<file path="config.mk">
export PLATFORM = sky130hd
export DESIGN_NAME = cdb_arbiter
export DESIGN_NICKNAME = d
export VERILOG_FILES = /design/src/rtl/cpu_pkg.sv /design/src/rtl/cdb_src_fifo.sv /design/src/rtl/cdb_arbiter.sv
export SDC_FILE = /design/constraint.sdc
export NUM_CORES = 1
export LEC_CHECK = 0
export CELL_PAD_IN_SITES_DETAIL_PLACEMENT = 1
export CELL_PAD_IN_SITES_GLOBAL_PLACEMENT = 1
export CORE_MARGIN = 2
export CORE_UTILIZATION = 40
export DETAILED_ROUTE_END_ITERATION = 16
export GPL_TIMING_DRIVEN = 0
export PLACE_DENSITY_LB_ADDON = 0.1
export SYNTH_ARGS = -nofsm -noshare
export SYNTH_HDL_FRONTEND = slang
export SYNTH_SLANG_ARGS = --single-unit
</file>
<file path="constraint.sdc">
create_clock -name clk -period 9.1 [get_ports clk]
set_input_delay 2.275 -clock clk [delete_from_list [all_inputs] [get_ports clk]]
set_output_delay 2.275 -clock clk [all_outputs]
set_load 0.02 [all_outputs]
</file>
<file path="src/rtl/cpu_pkg.sv">
// Shared datapath widths and the result record carried on the common data bus.
// No logic; latency and back-pressure are defined by the modules that import it.
package cpu_pkg;
  localparam int XLEN    = 32;
  localparam int VREG_W  = 5;
  localparam int NUM_CDB = 3;

  typedef struct packed {
    logic [VREG_W-1:0] vregid;
    logic [XLEN-1:0]   val;
  } cdb_entry_t;
endpackage

</file>
<file path="src/rtl/cdb_src_fifo.sv">
// Per-source result FIFO: registered push/pop, head visible combinationally, flush empties it.
// No internal back-pressure; the caller must never push a full FIFO without popping it.
module cdb_src_fifo
  import cpu_pkg::*;
#(
  parameter  int DEPTH = 4,
  localparam int PTR_W = $clog2(DEPTH),
  localparam int CNT_W = PTR_W + 1
) (
  input  logic             clk,
  input  logic             rst,
  input  logic             i_flush,
  input  logic             i_push,
  input  cdb_entry_t       i_push_dat,
  input  logic             i_pop,
  output cdb_entry_t       o_head_dat,
  output logic [CNT_W-1:0] o_count
);

  cdb_entry_t       r_mem [DEPTH];
  logic [PTR_W-1:0] r_rd_ptr;
  logic [PTR_W-1:0] r_wr_ptr;
  logic [CNT_W-1:0] r_count;

  // Pointers wrap naturally because DEPTH is a power of two.
  always_ff @(posedge clk or negedge rst) begin
    if (!rst) begin
      r_rd_ptr <= '0;
      r_wr_ptr <= '0;
      r_count  <= '0;
    end else if (i_flush) begin
      r_rd_ptr <= '0;
      r_wr_ptr <= '0;
      r_count  <= '0;
    end else begin
      if (i_push) r_wr_ptr <= r_wr_ptr + PTR_W'(1);
      if (i_pop)  r_rd_ptr <= r_rd_ptr + PTR_W'(1);
      r_count <= r_count + CNT_W'(i_push) - CNT_W'(i_pop);
    end
  end

  always_ff @(posedge clk) begin
    if (i_push && !i_flush) r_mem[r_wr_ptr] <= i_push_dat;
  end

  assign o_head_dat = r_mem[r_rd_ptr];
  assign o_count    = r_count;

endmodule

</file>
<file path="src/rtl/cdb_arbiter.sv">
// Common-data-bus arbiter: per-source FIFOs, round-robin grant of up to three results per cycle.
// One-cycle latency to registered buses; src_stall is registered and leaves one slack entry.
module cdb_arbiter
  import cpu_pkg::*;
#(
  parameter int NUM_SRC    = 4,
  parameter int FIFO_DEPTH = 4
) (
  input  logic                      clk,
  input  logic                      rst,
  input  logic                      flush,
  input  logic [NUM_SRC-1:0]        src_en,
  input  logic [VREG_W*NUM_SRC-1:0] src_vregid,
  input  logic [XLEN*NUM_SRC-1:0]   src_val,
  output logic [NUM_SRC-1:0]        src_stall,
  output logic                      writeback1_en,
  output logic [VREG_W-1:0]         writeback1_vregid,
  output logic [XLEN-1:0]           writeback1_val,
  output logic                      writeback2_en,
  output logic [VREG_W-1:0]         writeback2_vregid,
  output logic [XLEN-1:0]           writeback2_val,
  output logic                      writeback3_en,
  output logic [VREG_W-1:0]         writeback3_vregid,
  output logic [XLEN-1:0]           writeback3_val,
  output logic                      overflow_err
);

  localparam int PTR_W = $clog2(NUM_SRC);
  localparam int CNT_W = $clog2(FIFO_DEPTH) + 1;

  cdb_entry_t         w_in_dat   [NUM_SRC];
  cdb_entry_t         w_head_dat [NUM_SRC];
  cdb_entry_t         w_cand_dat [NUM_SRC];
  logic [CNT_W-1:0]   w_count    [NUM_SRC];
  logic [CNT_W-1:0]   w_cnt_next [NUM_SRC];
  logic [NUM_SRC-1:0] w_cand_vld;
  logic [NUM_SRC-1:0] w_grant;
  logic [NUM_SRC-1:0] w_pop;
  logic [NUM_SRC-1:0] w_push;
  logic [NUM_SRC-1:0] w_drop;
  logic [NUM_SRC-1:0] w_stall_next;
  logic [PTR_W-1:0]   w_rr_next;
  logic [NUM_CDB-1:0] w_bus_vld;
  cdb_entry_t         w_bus_dat  [NUM_CDB];

  logic [PTR_W-1:0]   r_rr_ptr;
  logic [NUM_CDB-1:0] r_wb_en;
  cdb_entry_t         r_wb_dat   [NUM_CDB];
  logic [NUM_SRC-1:0] r_stall;
  logic               r_ovf;

  for (genvar gi = 0; gi < NUM_SRC; gi++) begin : g_src
    logic w_nonempty;
    logic w_full;

    assign w_in_dat[gi]   = {src_vregid[gi*VREG_W +: VREG_W], src_val[gi*XLEN +: XLEN]};
    assign w_nonempty     = (w_count[gi] != '0);
    assign w_full         = (w_count[gi] == CNT_W'(FIFO_DEPTH));
    // An empty FIFO lets the incoming result compete directly (bypass).
    assign w_cand_vld[gi] = w_nonempty || src_en[gi];
    assign w_cand_dat[gi] = w_nonempty ? w_head_dat[gi] : w_in_dat[gi];
    assign w_pop[gi]      = w_grant[gi] && w_nonempty;
    assign w_push[gi]     = src_en[gi] && !(w_grant[gi] && !w_nonempty) && (!w_full || w_pop[gi]);
    assign w_drop[gi]     = src_en[gi] && w_full && !w_pop[gi];
    assign w_cnt_next[gi] = flush ? '0 : w_count[gi] + CNT_W'(w_push[gi]) - CNT_W'(w_pop[gi]);
    assign w_stall_next[gi] = (w_cnt_next[gi] >= CNT_W'(FIFO_DEPTH - 1));

    cdb_src_fifo #(.DEPTH(FIFO_DEPTH)) u_fifo (
      .clk        (clk),
      .rst        (rst),
      .i_flush    (flush),
      .i_push     (w_push[gi]),
      .i_push_dat (w_in_dat[gi]),
      .i_pop      (w_pop[gi]),
      .o_head_dat (w_head_dat[gi]),
      .o_count    (w_count[gi])
    );
  end

  always_comb begin
    int               idx;
    int               nb;
    logic [PTR_W-1:0] sel;
    logic [1:0]       bsel;
    w_grant   = '0;
    w_bus_vld = '0;
    w_rr_next = r_rr_ptr;
    for (int b = 0; b < NUM_CDB; b++) w_bus_dat[b] = '0;
    idx  = 0;
    nb   = 0;
    sel  = '0;
    bsel = '0;
    for (int k = 0; k < NUM_SRC; k++) begin
      idx = int'(r_rr_ptr) + k;
      if (idx >= NUM_SRC) idx = idx - NUM_SRC;
      sel  = PTR_W'(idx);
      bsel = 2'(nb);
      if (w_cand_vld[sel] && nb < NUM_CDB) begin
        w_grant[sel]    = 1'b1;
        w_bus_vld[bsel] = 1'b1;
        w_bus_dat[bsel] = w_cand_dat[sel];
        w_rr_next       = (idx == NUM_SRC - 1) ? '0 : PTR_W'(idx + 1);
        nb              = nb + 1;
      end
    end
  end

  // Flush suppresses grants, pointer movement and overflow capture for that cycle.
  always_ff @(posedge clk or negedge rst) begin
    if (!rst) begin
      r_rr_ptr <= '0;
      r_wb_en  <= '0;
      for (int b = 0; b < NUM_CDB; b++) r_wb_dat[b] <= '0;
      r_stall  <= '0;
      r_ovf    <= 1'b0;
    end else begin
      r_stall <= w_stall_next;
      if (flush) begin
        r_wb_en <= '0;
      end else begin
        r_wb_en  <= w_bus_vld;
        r_rr_ptr <= w_rr_next;
        for (int b = 0; b < NUM_CDB; b++) begin
          if (w_bus_vld[b]) r_wb_dat[b] <= w_bus_dat[b];
        end
        if (|w_drop) r_ovf <= 1'b1;
      end
    end
  end

  assign src_stall         = r_stall;
  assign overflow_err      = r_ovf;
  assign writeback1_en     = r_wb_en[0];
  assign writeback1_vregid = r_wb_dat[0].vregid;
  assign writeback1_val    = r_wb_dat[0].val;
  assign writeback2_en     = r_wb_en[1];
  assign writeback2_vregid = r_wb_dat[1].vregid;
  assign writeback2_val    = r_wb_dat[1].val;
  assign writeback3_en     = r_wb_en[2];
  assign writeback3_vregid = r_wb_dat[2].vregid;
  assign writeback3_val    = r_wb_dat[2].val;

endmodule
</file>
**Word-level counts from Yosys, hierarchy flattened**

Memories as Yosys holds them, arrays and structs flattened.
Cells that the tools add are included.

- Output and inout bits: 119
- Register bits: 149
- Input bits: 155
- Logic and storage cells: 300
- Bits in writable memories: 592
- Memories: 4

Memories:

| memory | depth | width | read ports | clocked after memory_dff | write ports | line | source |
|---|---|---|---|---|---|---|---|
| g_src[0].u_fifo.r_mem | 4 | 37 | 1 | 0 | 1 | cdb_src_fifo.sv:20 | `cdb_entry_t r_mem [DEPTH];` |
| g_src[1].u_fifo.r_mem | 4 | 37 | 1 | 0 | 1 | cdb_src_fifo.sv:20 |  |
| g_src[2].u_fifo.r_mem | 4 | 37 | 1 | 0 | 1 | cdb_src_fifo.sv:20 |  |
| g_src[3].u_fifo.r_mem | 4 | 37 | 1 | 0 | 1 | cdb_src_fifo.sv:20 |  |

- $add $sub $neg: 29
- Eq/ne operators: 8
- Bitwise logic cells: 14
- Order comparisons: 35
- Reductions and logical operators: 85
- Muxes and demuxes: 103

Operators by type and width:

| operator | count |
|---|---|
| $mux 37 | 16 |
| $bwmux 111 | 3 |
| $mux 111 | 3 |
| $bmux 37 s2 | 4 |
| $demux 37 s2 | 3 |
| $mux 32 | 6 |
| $eq 32x3->1 const B | 4 |
| $lt 32x3->1 const B | 3 |
| $add 32x2->32 const B | 2 |
| $mux 2 | 24 |
| $logic_and 1x1->1 | 41 |
| $ge 3x3->1 const B | 10 |
| $mux 3 | 8 |
| $lt 2x3->1 const B | 7 |
| $mux 1 | 21 |
| $not 2->3 | 7 |
| $logic_not 1->1 | 17 |
| $add 2x1->2 const B | 8 |
| $mux 4 | 4 |
| $reduce_bool 2->1 | 8 |
| $demux 1 s2 | 7 |
| $ge 2x1->1 const B | 7 |
| $add 3x1->3 | 4 |
| $eq 3x3->1 const B | 4 |
| other kinds (19) | 53 |

**Depth between registers and ports, before layout**

Gate-level depths: netlist of run 1.

- Depth in word-level cells: 22
- Gate-level depth with buffers: 21
- Gate-level depth less buffers: 15

**Hierarchy**

A second synthesis of run 1 with hierarchy kept.

- Cell total of the unflattened synthesis: 2256
- Area total of the unflattened synthesis: 35426.5 µm²

By module, submodules not included:

| module | instances | seq. area each (µm²) | area each (µm²) | cells an instance |
|---|---|---|---|---|
| cdb_src_fifo | 4 | 4619.4 | 5809.3 | 231 |
| cdb_arbiter | 1 | 3027.9 | 12189.2 | 1332 |

**Worst setup path after synthesis of run 1**

OpenSTA, ideal clock, no wires.

- Path kind: input to register
- Start point: in src_en[1]
- End point: mem g_src[0].u_fifo.r_mem[0][0] in the netlist's numbering (enable)
- Required time: 8.615 ns
- Path slack: 1.483 ns
- Cell stages on the path: 10
- Setup time: 0.485 ns
- Data arrival time: 7.132 ns
- Cell sequence: or4_1 -> buf_2 -> mux4_2 -> buf_6 -> buf_8 -> a22oi_1 -> nand2_1 -> nor2_1 -> o211ai_2 -> nor3b_1

- Cells in the longest elaborated chain, start to end: 20
- Elaborated cells on any way between the ends: 36

Ends and longest elaborated chain:

| what | line | source |
|---|---|---|
| start: declaration | cdb_arbiter.sv:12 | `input logic [NUM_SRC-1:0] src_en,` |
| $logic_or 1x1->1 * | cdb_arbiter.sv:60 | `assign w_cand_vld[gi] = w_nonempty \|\| src_en[gi];` |
| $bmux 1 s2 | cdb_arbiter.sv:98 | `if (w_cand_vld[sel] && nb < NUM_CDB) begin` |
| $mux 1 (not written as such) | cdb_arbiter.sv:98 |  |
| $mux 1 | cdb_arbiter.sv:98 |  |
| $lt 32x3->1 | cdb_arbiter.sv:98 |  |
| $logic_and 1x1->1 | cdb_arbiter.sv:98 |  |
| $mux 32 | cdb_arbiter.sv:98 |  |
| $lt 32x3->1 | cdb_arbiter.sv:98 |  |
| [... 4 more ...] | -- |  |
| $mux 4 * | cdb_arbiter.sv:98 |  |
| $logic_and 1x1->1 | cdb_arbiter.sv:63 | `assign w_push[gi] = src_en[gi] && !(w_grant[gi] && !w_nonempty) && (!w_full \|\| w_pop[gi]);` |
| $logic_not 1->1 | cdb_arbiter.sv:63 |  |
| $logic_and 1x1->1 | cdb_arbiter.sv:63 |  |
| $logic_and 1x1->1 * | cdb_arbiter.sv:63 |  |
| $logic_and 1x1->1 * | cdb_src_fifo.sv:43 | `if (i_push && !i_flush) r_mem[r_wr_ptr] <= i_push_dat;` |
| $mux 1 * | cdb_src_fifo.sv:43 |  |
| $mux 1 (not written as such) * | cdb_src_fifo.sv:43 |  |
| end: declaration | cdb_src_fifo.sv:20 |  |

Mark *: on every way between the ends. The rest lies on a longest branch, timed or not. The select of a mux whose other input is x is not followed.

**Worst setup path in the final report of run 1**

- Start point: reg r_rr_ptr[0]
- End point: mem g_src[0].u_fifo.r_mem[1][21] in the netlist's numbering (enable)

- Cells in the longest elaborated chain, start to end: 21
- Elaborated cells on any way between the ends: 70

Ends and longest elaborated chain:

| what | line | source |
|---|---|---|
| start: declaration | cdb_arbiter.sv:46 | `logic [PTR_W-1:0] r_rr_ptr;` |
| start signal: assignment | cdb_arbiter.sv:122 | `r_rr_ptr <= w_rr_next;` |
| $sub 2x3->4 / $ge 2x3->1 (equally long branches) | cdb_arbiter.sv:95 | `if (idx >= NUM_SRC) idx = idx - NUM_SRC;` |
| $mux 32 | cdb_arbiter.sv:95 |  |
| $bmux 1 s2 | cdb_arbiter.sv:98 |  |
| $mux 1 (not written as such) | cdb_arbiter.sv:98 |  |
| $mux 1 | cdb_arbiter.sv:98 |  |
| $lt 32x3->1 | cdb_arbiter.sv:98 |  |
| $logic_and 1x1->1 | cdb_arbiter.sv:98 |  |
| $mux 32 | cdb_arbiter.sv:98 |  |
| [... 5 more ...] | -- |  |
| $mux 4 * | cdb_arbiter.sv:98 |  |
| $logic_and 1x1->1 | cdb_arbiter.sv:63 |  |
| $logic_not 1->1 | cdb_arbiter.sv:63 |  |
| $logic_and 1x1->1 | cdb_arbiter.sv:63 |  |
| $logic_and 1x1->1 * | cdb_arbiter.sv:63 |  |
| $logic_and 1x1->1 * | cdb_src_fifo.sv:43 |  |
| $mux 1 * | cdb_src_fifo.sv:43 |  |
| $mux 1 (not written as such) * | cdb_src_fifo.sv:43 |  |

Marks and branches as above.

==> summary.txt, run 1 <==
Clock network
  • Clock buffer depth: 3
  • Post-CTS setup buffer count: 0
  • Inserted Clock Buffers: 84
  • CTS tree: built
  • H-tree levels: 3
  • Hold Buf Count CTS: 0
  • CTS resizes: 0
  • Clock Latency Late Sink: 0.66 ns
  • CTS sink count: 741
  • Reg clk slew, reported paths: 0.06 ns
  • Root Buffer Master: clkbuf_16

Detailed routing
  • First-iteration detailed-routing DRC count: 1751
  • WL final: 124 mm
  • # DRC: 0
  • First-pass detailed-route iteration total: 5
  • Via count: 23037
  • Routed vias/inst: 5.87
  • Routed Antenna Nets: 0
  • Wirelength per Cell: 31.5 um

Run status
  • Outcome: finished clean

Floorplanning
  • Std-Cell Core Area: 85300 um^2
  • FP Rows: 107
  • Initial core utilization: 40.4%
  • I/O pins: 274
  • Die Y: 298 um
  • Die Wd: 298 um
  • Die area: 88500 um^2

Final layout
  • P&R area growth vs syn: 22.1%
  • Fraction of layout cells with a size suffix above 1: 14.4%
  • Nets: 2895
  • Post-route cell area: 42100 um^2
  • Commonest non-fill, non-tap cell in the layout: edfxtp_1
  • Most frequent cells in the layout: edfxtp_1, mux2i_1, clkdlybuf4s50_1

Synth
  • Top FF cell, synth: edfxtp_1
  • Ys Warns: 0
  • Post-Syn Area: 34500 um^2
  • EDFF count, synth: 592
  • Post-synthesis register bit count: 741
  • Unique masters post-synth: 69
  • Post-synthesis sequential area ratio: 62.4%
  • Mapped Avg Cell Area: 14.9 um^2
  • Syn_nets: 2495
  • Syn Inst Count: 2309
  • Post-synth ARST share: 20.1%

Global route
  • Vias in the first global route: 24598
  • All-Layer GR Usage: 27.9%
  • Gr ovfl total: 0
  • Antenna violations before repair: 4
  • Global-route wire length before repair: 179 mm
  • Largest net degree at the start of global routing: 107

Power and ir drop
  • Clock network power share: 20.7%
  • NetSw: 7350 uW
  • Combinational power share: 51.0%
  • Maximum vdd drop: 0.000163 V
  • Switching share of power: 43.7%
  • Final Power: 16800 uW
  • Pwr/cell area: 400 nW/um^2
  • P_int: 9480 uW
  • Seq pwr share: 28.2%
  • Pleak: 0.0149 uW

Timing
  • Final hold vios: 0
  • Slew headroom: 13.1%
  • Final setup fails: 0
  • Max Slew Vio Count: 0
  • Final Cycle Share: 77.2%
  • RSZ-0062 raised after global routing: no
  • Final critical-path required period: 7.03 ns
  • Worst Skew: 0.0287 ns
  • Fmax: 0.142 GHz
  • Worst-margin pin slew: 1.29 ns
  • Final TNS setup: 0 ns

Hold path
  • Min-delay src: writeback3_val[25]
  • Worst Hold Path EP: writeback3_val[25]
  • Worst hold path class: reg2reg
  • Hold Crit Depth: 1

Worst setup path
  • Data required time of the critical path: 9.45 ns
  • Crit-path cells: clkbuf_1, inv_1, clkbuf_1, clkbuf_1, clkbuf_1, ha_1, clkbuf_1, clkbuf_1, o41ai_1, nor4_1, a21o_1, nor3_1, nor2_1, o211ai_2, nor3b_2, buf_6, buf_6, buf_6, buf_6
  • Worst setup EP type: flip-flop
  • Most common cell on crit path: clkbuf_1
  • Slowest-stage cell, CP: clkbuf_1
  • CP peak stage delay: 0.71 ns
  • R2r endpoint: g_src[0].u_fifo.r_mem[1][21]
  • R2r setup slk: 2.07 ns
  • Path depth of the worst reg2reg path: 19
  • FF-to-FF Start: r_rr_ptr[0]
  • Crit Path Category: reg2reg
  • Crit-path max FO: 13
  • Arrival @ worst endpoint: 7.38 ns
  • Critical Path Start Type: flip-flop

Run
  • Max_cap viols: 0

Place
  • Placer Congestion: 0.907
  • Final HPWL DP: 92.2 mm
  • Area after DPL: 39200 um^2
  • IO Port Bufs: 273
synthesized netlist by cell type (all sizes together), types with 9 or more instances:
cell    instances  area [um^2]
edfxtp        592        17800
mux2i         305         3060
nand2         194          728
mux4          173         3900
dfrtp         149         3730
nor2          137          517
clkbuf        101          379
a21oi          95          475
o21ai          79          399
o22ai          68          425
buf            66          324
a22o           32          280
ha             27          338
a22oi          26          195
a31oi          26          163
a221oi         24          210
inv            21         78.8
nand2b         18          113
nor3           17         85.1
and3           16          100
or3            10         62.6
xnor2          10         95.1
nand3           9         45.0
area by class of cell:
type / instances / area [um^2]
diodes: 3 / 7.51
plain buffers: 167 / 703
clock buffers: 103 / 2210
clock inverters: 53 / 619
fillers: 8336 / 43200
inverters: 21 / 78.8
multi-input cells: 1380 / 12200
flip-flops and latches: 741 / 21500
well taps: 1144 / 1430
repair buffers: 314 / 3290
power groups by stage:
stage | sequential, uW | clock, uW | combinational, uW
6_report | 4750 | 3490 | 8590
5_1_grt | 4800 | 3680 | 9110
4_1_cts | 4760 | 3560 | 8530
3_5_place_dp | 4820 | 0 | 8490
3_3_place_gp | 4830 | 0 | 8270
2_1_floorplan | 4910 | 0 | 4860
how the worst max path moves through the flow:
stage           startpoint  cells after the start                      endpoint
6_report       r_rr_ptr[0]                     19  g_src[0].u_fifo.r_mem[1][21]
5_1_grt        r_rr_ptr[0]                     19  g_src[0].u_fifo.r_mem[3][18]
4_1_cts        r_rr_ptr[0]                     19  g_src[0].u_fifo.r_mem[3][18]
3_5_place_dp     src_en[2]                     14  g_src[0].u_fifo.r_mem[3][24]
3_3_place_gp     src_en[2]                     10  g_src[0].u_fifo.r_mem[0][21]
2_1_floorplan    src_en[1]                     10   g_src[0].u_fifo.r_mem[0][0]
critical path: cells and delay by family (launching register included):
family / cells / cell delay, ns
flip-flops: 1 / 0.42
buffers and inverters: 11 / 3.95
adder cells (fa/ha/maj): 1 / 0.24
AND/OR/NAND/NOR: 4 / 1.29
AO/OA/AOI/OAI: 3 / 0.79
per-layer routing:
| metal | up-vias | part of all wire (%) | global-route usage [%] |
|---|---|---|---|
| met5 | - | 0.011 | 0 |
| met4 | 2 | 3.6 | 9.84 |
| met3 | 197 | 5.4 | 4.03 |
| met2 | 787 | 50 | 47.6 |
| met1 | 12147 | 41 | 36.6 |
| li1 | 9904 | - | - |
state kept, by name, summed over array words and instances (netlist names):
register	flops
overflow_err	1
writeback3_val	32
g_src.u_fifo.o_count	12
writeback3_vregid	5
src_stall	4
r_wb_en	3
writeback1_val	32
g_src.u_fifo.r_mem	592
writeback2_vregid	5
r_rr_ptr	2
g_src.u_fifo.r_wr_ptr	8
g_src.u_fifo.r_rd_ptr	8
writeback1_vregid	5
writeback2_val	32
stage by stage:
stage	utilization [%]	cells	hold WS, ns	worst slack (ns)
6_report	49.3	3926	0.518	2.07
5_1_grt	49.3	3926	0.537	1.64
4_1_cts	49.3	3923	0.527	2.13
3_5_place_dp	46.0	3767	0.514	1.94
3_3_place_gp	45.3	3726	0.509	-2.41
2_1_floorplan	-	2309	0.545	1.48
cell families after synthesis:
kind of cell	count (synthesis)	synth area share, %
multiplexers	482	20.3
buffers and inverters	188	2.27
adder cells (fa/ha/maj)	31	1.21
XOR/XNOR	18	0.479
AO/OA/AOI/OAI	407	7.64
AND/OR/NAND/NOR	442	5.69
flip-flops	741	62.4
Power figures use the tool's default switching activity.
==> run 2, diff against run 1 <==
==> constraint.sdc (replaced) <==
create_clock -name clk -period 6.1 [get_ports clk]
set_input_delay 1.525 -clock clk [delete_from_list [all_inputs] [get_ports clk]]
set_output_delay 1.525 -clock clk [all_outputs]
set_load 0.02 [all_outputs]
==> run 2 against run 1 <==
Global-route usage rose by 0.38 points; sequential share of layout area fell by 0.065 points; non-clock buffer count fell by 2; sequential power rose by 50%; cell count fell by 0.10%; sequential cell count did not move; fmax rose by 21%; critical path type unchanged; largest power group unchanged; highest routed layer unchanged.
==> summary.txt, run 2 (synthesis results as in run 1) <==
Run status
  • Outcome: finished clean (unchanged)

Timing
  • Slew headroom: 9.92% (was 13.1%)
  • Final Cycle Share: 95.1% (was 77.2%)
  • Final hold vios: 0 (unchanged)
  • Final critical-path required period: 5.80 ns (was 7.03 ns)
  • Worst-margin pin slew: 1.34 ns (was 1.29 ns)
  • Max Slew Vio Count: 0 (unchanged)
  • Fmax: 0.172 GHz (was 0.142 GHz)
  • Worst Skew: 0.0335 ns (was 0.0287 ns)
  • Final setup fails: 0 (unchanged)
  • RSZ-0062 raised after global routing: no (unchanged)
  • WHS: 0.524 ns (was 0.518 ns)

Hold path
  • Worst hold path class: reg2reg (unchanged)
  • Hold Crit Depth: 1 (unchanged)
  • Worst Hold Path EP: writeback3_val[24] (was writeback3_val[25])
  • Min-delay src: writeback3_val[24] (was writeback3_val[25])

Final layout
  • Post-route cell area: 42100 um^2 (about the same)
  • Most flops, register: g_src.u_fifo.r_mem (unchanged)
  • Most frequent cells in the layout: edfxtp_1, mux2i_1, clkdlybuf4s50_1 (unchanged)
  • Max reg flops: 592 (unchanged)
  • Commonest non-fill, non-tap cell in the layout: edfxtp_1 (unchanged)
  • Fraction of layout cells with a size suffix above 1: 14.3% (was 14.4%)
  • P&R area growth vs syn: 22.2% (was 22.1%)
  • Nets: 2893 (was 2895)
  • Antenna diodes: 0 (was 3)

Detailed routing
  • Routed Antenna Nets: 0 (unchanged)
  • WL final: 126 mm (was 124 mm)
  • # DRC: 0 (unchanged)
  • First-iteration detailed-routing DRC count: 2045 (was 1751)
  • Wirelength per Cell: 32.1 um (was 31.5 um)
  • Via count: 23379 (was 23037)
  • Routed vias/inst: 5.96 (was 5.87)
  • First-pass detailed-route iteration total: 5 (unchanged)

Worst setup path
  • Arrival @ worst endpoint: 6.34 ns (was 7.38 ns)
  • Worst setup EP type: flip-flop (unchanged)
  • Path depth of the worst reg2reg path: 18 (was 19)
  • R2r endpoint: src_stall[0] (was g_src[0].u_fifo.r_mem[1][21])
  • Critical Path Start Type: flip-flop (unchanged)
  • Crit-path max FO: 13 (unchanged)
  • Crit Path Category: reg2reg (unchanged)
  • R2r setup slk: 0.30 ns (was 2.07 ns)
  • Data required time of the critical path: 6.64 ns (was 9.45 ns)
  • FF-to-FF Start: r_rr_ptr[1] (was r_rr_ptr[0])

Place
  • Area after DPL: 39300 um^2 (was 39200 um^2)
  • IO Port Bufs: 273 (unchanged)
  • Final HPWL DP: 92.3 mm (was 92.2 mm)
  • Placer Congestion: 0.912 (was 0.907)

Clock network
  • Clock buffer depth: 3 (unchanged)
  • H-tree levels: 3 (unchanged)
  • CTS tree: built (unchanged)
  • Inserted Clock Buffers: 84 (unchanged)
  • Clock Latency Late Sink: 0.65 ns (was 0.66 ns)
  • Hold Buf Count CTS: 0 (unchanged)
  • CTS sink count: 741 (unchanged)
  • Reg clk slew, reported paths: 0.06 ns (about the same)
  • Root Buffer Master: clkbuf_16 (unchanged)

Floorplanning
  • Die area: 88500 um^2 (unchanged)
  • Die Wd: 298 um (unchanged)
  • I/O pins: 274 (unchanged)
  • FP Rows: 107 (unchanged)
  • Std-Cell Core Area: 85300 um^2 (unchanged)
  • Initial core utilization: 40.4% (unchanged)
  • Die Y: 298 um (unchanged)

Run
  • Max_cap viols: 0 (unchanged)

Power and ir drop
  • NetSw: 11200 uW (was 7350 uW)
  • Clock network power share: 20.4% (was 20.7%)
  • Maximum vdd drop: 0.000274 V (was 0.000163 V)
  • Switching share of power: 44.2% (was 43.7%)
  • Pwr/cell area: 600 nW/um^2 (was 400 nW/um^2)
  • Seq pwr share: 28.1% (was 28.2%)
  • Combinational power share: 51.5% (was 51.0%)
  • P_int: 14100 uW (was 9480 uW)
  • Pleak: 0.0149 uW (about the same)

Global route
  • Global-route wire length before repair: 181 mm (was 179 mm)
  • Met2 Use GR: 45.1% (was 47.6%)
  • Vias in the first global route: 24537 (was 24598)
  • Gr ovfl total: 0 (unchanged)
  • All-Layer GR Usage: 28.3% (was 27.9%)
  • Antenna violations before repair: 3 (was 4)
  • Largest net degree at the start of global routing: 91 (was 107)
  • Top Usage Layer GRT: met2 (unchanged)
  • Met1 GRT Util: 39.1% (was 36.6%)
  • Met3 global-route usage: 4.61% (was 4.03%)
-- run 2: cell type report --
cell class                      count  area (um^2)
Buffer                            167          709
Clock buffer                      128         2420
Clock inverter                     29          398
Fill cell                        8333        43100
Inverter                           21         78.8
Multi-Input combinational cell   1380        12300
Sequential cell                   741        21500
Tap cell                         1144         1430
Timing Repair Buffer              312         3310
-- run 2: critical path, stage by stage (launching register included) --
cell and delay (ns):
dfrtp_1 0.49, inv_2 0.28, buf_1 0.76, clkbuf_2 0.51, ha_1 0.19, clkbuf_1 0.30, mux4_2 0.72, buf_2 0.26
a22oi_1 0.18, nand2_1 0.10, nor2_1 0.19, o211ai_2 0.33, o21bai_1 0.33, ha_1 0.20, inv_1 0.05, fa_1 0.37
xnor2_1 0.17, nor2_1 0.07, a21o_1 0.19
-- run 2: power by group through the flow --
| stage | clock, uW | combinational (uW) | sequential, uW |
|---|---|---|---|
| 6_report | 5150 | 13000 | 7110 |
| 5_1_grt | 5420 | 13700 | 7180 |
| 3_3_place_gp | 0 | 12400 | 7220 |
| 3_5_place_dp | 0 | 12800 | 7210 |
| 4_1_cts | 5240 | 12800 | 7120 |
| 2_1_floorplan | 0 | 7250 | 7320 |
-- run 2: worst max-delay path by stage --
stage	start	end	slack, ns	cells after the start
4_1_cts	r_rr_ptr[0]	g_src[0].u_fifo.r_mem[2][6]	0.13	18
3_3_place_gp	r_rr_ptr[0]	g_src[0].u_fifo.r_mem[0][6]	-4.83	15
2_1_floorplan	src_en[1]	g_src[0].u_fifo.r_mem[0][0]	-0.77	10
3_5_place_dp	r_rr_ptr[0]	g_src[2].u_fifo.r_mem[2][18]	-0.75	17
6_report	r_rr_ptr[1]	src_stall[0]	0.30	18
5_1_grt	r_rr_ptr[0]	src_stall[0]	0.009	21
-- run 2: repair_timing --
item,in CTS,in global routing
resized for setup,4,5
buffers inserted,4,0
hold endpoints to repair,0,0
endpoints found under the setup margin,616,251
pin swaps,3,0
-- run 2: per-layer routing --
layer	routed length (um)	vias up
met1	53700	12351
met3	7790	207
li1	-	9906
met5	16	-
met4	5160	2
met2	59200	913
-- run 2: through the flow --
stage                     power, uW  std cells  setup TNS [ns]  utilization, %  setup WS [ns]
after floorplan               14600       2309         -113.57               -         -0.767
after global placement        19600       3726        -1958.65            45.3          -4.83
after detailed placement      20000       3761         -183.64            46.0         -0.751
after CTS                     25200       3922               0            49.4          0.133
after global routing          26300       3922               0            49.4        0.00938
final                         25300       3922               0            49.4          0.299
==> run 3, diff against run 2 <==
--- a/config.mk
+++ b/config.mk
@@ -9,9 +9,11 @@
 export CELL_PAD_IN_SITES_GLOBAL_PLACEMENT = 1
 export CORE_MARGIN = 2
 export CORE_UTILIZATION = 40
+export CTS_CLUSTER_DIAMETER = 150
 export DETAILED_ROUTE_END_ITERATION = 16
 export GPL_TIMING_DRIVEN = 0
 export PLACE_DENSITY_LB_ADDON = 0.1
+export SLEW_MARGIN = 20
 export SYNTH_ARGS = -nofsm -noshare
 export SYNTH_HDL_FRONTEND = slang
 export SYNTH_SLANG_ARGS = --single-unit
==> run 3 against run 2 <==
Wire length unchanged; utilization is 0.12 points lower; combinational power about the same; non-clock buffer count rose by 2; via count decreased by 0.18%; sequential power about the same; worst hold slack gained 0.00075 ns; count of clock-buffer cells in the layout down 20; largest power group unchanged; fmax up 0.13%.
==> summary.txt, run 3 (synthesis results as in run 1) <==
Timing
  • WHS: 0.525 ns (was 0.524 ns)
  • RSZ-0062 raised after global routing: yes (was no)
  • Fmax: 0.173 GHz (was 0.172 GHz)
  • Final Cycle Share: 95.0% (was 95.1%)
  • Slew headroom: 17.0% (was 9.92%)
  • Final hold vios: 0 (unchanged)
  • Final TNS setup: 0 ns (unchanged)
  • Final setup fails: 0 (unchanged)
  • Worst path setup slack after routing: 0.306 ns (was 0.299 ns)
  • Max Slew Vio Count: 0 (unchanged)
  • Final critical-path required period: 5.79 ns (was 5.80 ns)
  • Worst Skew: 0.0168 ns (was 0.0335 ns)
  • Worst-margin pin slew: 1.24 ns (was 1.34 ns)

Worst setup path
  • R2r setup slk: 0.31 ns (was 0.30 ns)
  • CP Launch Point: r_rr_ptr[0] (was r_rr_ptr[1])
  • Critical Path Start Type: flip-flop (unchanged)
  • Arrival @ worst endpoint: 6.14 ns (was 6.34 ns)
  • Crit-path max FO: 22 (was 13)
  • Worst setup EP type: flip-flop (unchanged)
  • Data required time of the critical path: 6.44 ns (was 6.64 ns)
  • FF-to-FF Start: r_rr_ptr[0] (was r_rr_ptr[1])
  • Crit Path Category: reg2reg (unchanged)

Detailed routing
  • Wirelength per Cell: 32.1 um (about the same)
  • Routed Antenna Nets: 0 (unchanged)
  • First-iteration detailed-routing DRC count: 2017 (was 2045)
  • # DRC: 0 (unchanged)
  • Routed vias/inst: 5.95 (was 5.96)
  • First-pass detailed-route iteration total: 5 (unchanged)
  • Via count: 23337 (was 23379)
  • WL final: 126 mm (unchanged)

Final layout
  • Most flops, register: g_src.u_fifo.r_mem (unchanged)
  • P&R area growth vs syn: 21.9% (was 22.2%)
  • Area of the multi-input gates: 12300 um^2 (about the same)
  • Most frequent cells in the layout: edfxtp_1, mux2i_1, clkdlybuf4s50_1 (unchanged)
  • Commonest non-fill, non-tap cell in the layout: edfxtp_1 (unchanged)
  • Reg area: 21500 um^2 (unchanged)
  • Finished Core Util: 49.3% (was 49.4%)
  • Filler Cells Inserted: 8383 (was 8333)
  • Max reg flops: 592 (unchanged)
  • Nets: 2895 (was 2893)
  • Fraction of layout cells with a size suffix above 1: 14.4% (was 14.3%)

Clock network
  • H-tree levels: 3 (unchanged)
  • Clock Latency Late Sink: 0.65 ns (about the same)
  • Reg clk slew, reported paths: 0.06 ns (about the same)
  • Inserted Clock Buffers: 84 (unchanged)
  • Clock buffer depth: 3 (unchanged)
  • Root Buffer Master: clkbuf_16 (unchanged)
  • CTS tree: built (unchanged)
  • CTS sink count: 741 (unchanged)

Place
  • IO Port Bufs: 273 (unchanged)
  • Final HPWL DP: 93.1 mm (was 92.3 mm)
  • Placer Congestion: 0.912 (unchanged)
  • Pre-CTS WS: -1.19 ns (was -0.751 ns)

Floorplanning
  • Initial core utilization: 40.4% (unchanged)
  • FP Rows: 107 (unchanged)
  • Die area: 88500 um^2 (unchanged)
  • I/O pins: 274 (unchanged)
  • Die Wd: 298 um (unchanged)
  • Die Y: 298 um (unchanged)
  • Std-Cell Core Area: 85300 um^2 (unchanged)

Global route
  • Global-route wire length before repair: 181 mm (about the same)
  • All-Layer GR Usage: 28.3% (about the same)
  • Vias in the first global route: 24566 (was 24537)
  • Gr ovfl total: 0 (unchanged)
  • Largest net degree at the start of global routing: 70 (was 91)
  • Antenna violations before repair: 4 (was 3)

Hold path
  • Min-delay src: writeback3_vregid[1] (was writeback3_val[24])
  • Worst hold path class: reg2reg (unchanged)

Power and ir drop
  • Pleak: 0.0149 uW (about the same)
  • Pwr/cell area: 600 nW/um^2 (about the same)
  • Maximum vdd drop: 0.000315 V (was 0.000274 V)
  • Final Power: 25200 uW (was 25300 uW)

Run status
  • Outcome: finished clean (unchanged)

Run
  • Max_cap viols: 0 (unchanged)
[run 3: cell types whose count changed in the layout (fill, tap and decap cells not counted), sizes merged]
| cell | delta |
|---|---|
| bufinv | +1 |
| buf | +1 |
| clkinv | +12 |
| clkbuf | -19 |
| diode | +1 |
| inv | +2 |
[run 3: cell type report]
cell class | count | area share (%)
diodes | 1 | 0.00595
plain buffers | 165 | 1.68
clock inverters | 44 | 1.11
well taps | 1144 | 3.41
inverters | 21 | 0.188
clock buffers | 108 | 5.36
flip-flops and latches | 741 | 51.2
multi-input cells | 1380 | 29.2
repair buffers | 316 | 7.84
[run 3: worst paths after layout]
kind	cells after the start	endpoint
setup / recovery	18	g_src[0].u_fifo.r_mem[1][5]
hold / removal	1	writeback3_vregid[1]
setup reg to reg	18	g_src[0].u_fifo.r_mem[1][5]
hold reg to reg	1	writeback3_vregid[1]
max in group asynchronous	3	g_src[2].u_fifo.r_wr_ptr[1]
min in group asynchronous	1	writeback2_val[10]
[run 3: critical path, stage by stage, from the launching register on]
cell and delay [ns]:
dfrtp_1 0.42, clkbuf_1 0.27, inv_1 0.15, clkbuf_2 0.28, clkbuf_4 0.39, ha_1 0.38
clkbuf_1 0.31, clkbuf_2 0.37, o41ai_1 0.14, nor4_1 0.27, a21o_1 0.37, nor3_1 0.13
nor2_1 0.20, o211ai_2 0.36, nor3b_2 0.50, buf_4 0.26, buf_4 0.22, buf_4 0.20
buf_4 0.20
[run 3: power breakdown]
group | total, uW | internal (uW) | switching (uW)
Clock | 5050 | 2930 | 2120
Combinational | 13000 | 4670 | 8370
Sequential | 7110 | 6420 | 697
Total | 25200 | 14000 | 11200
[run 3: metal layers]
metal	wire length (um)	track usage (%)
met1	53700	38.9
met2	59600	45.2
met3	8140	5.41
met4	4370	9.76
met5	26	0
[run 3: per-stage QoR]
stage	instances	cell area, um^2
2_1_floorplan	2309	34500
3_3_place_gp	3726	38700
3_5_place_dp	3767	39300
4_1_cts	3919	42000
5_1_grt	3919	42000
6_report	3920	42000
[run 3: repair_timing]
action | 4_1_cts | 5_1_grt
setup buffers | 2 | 0
hold buffers | 0 | 0
endpoints found under the setup margin | 638 | 58
cloned | 0 | 0
resized for setup | 6 | 5
pin swaps | 2 | 1
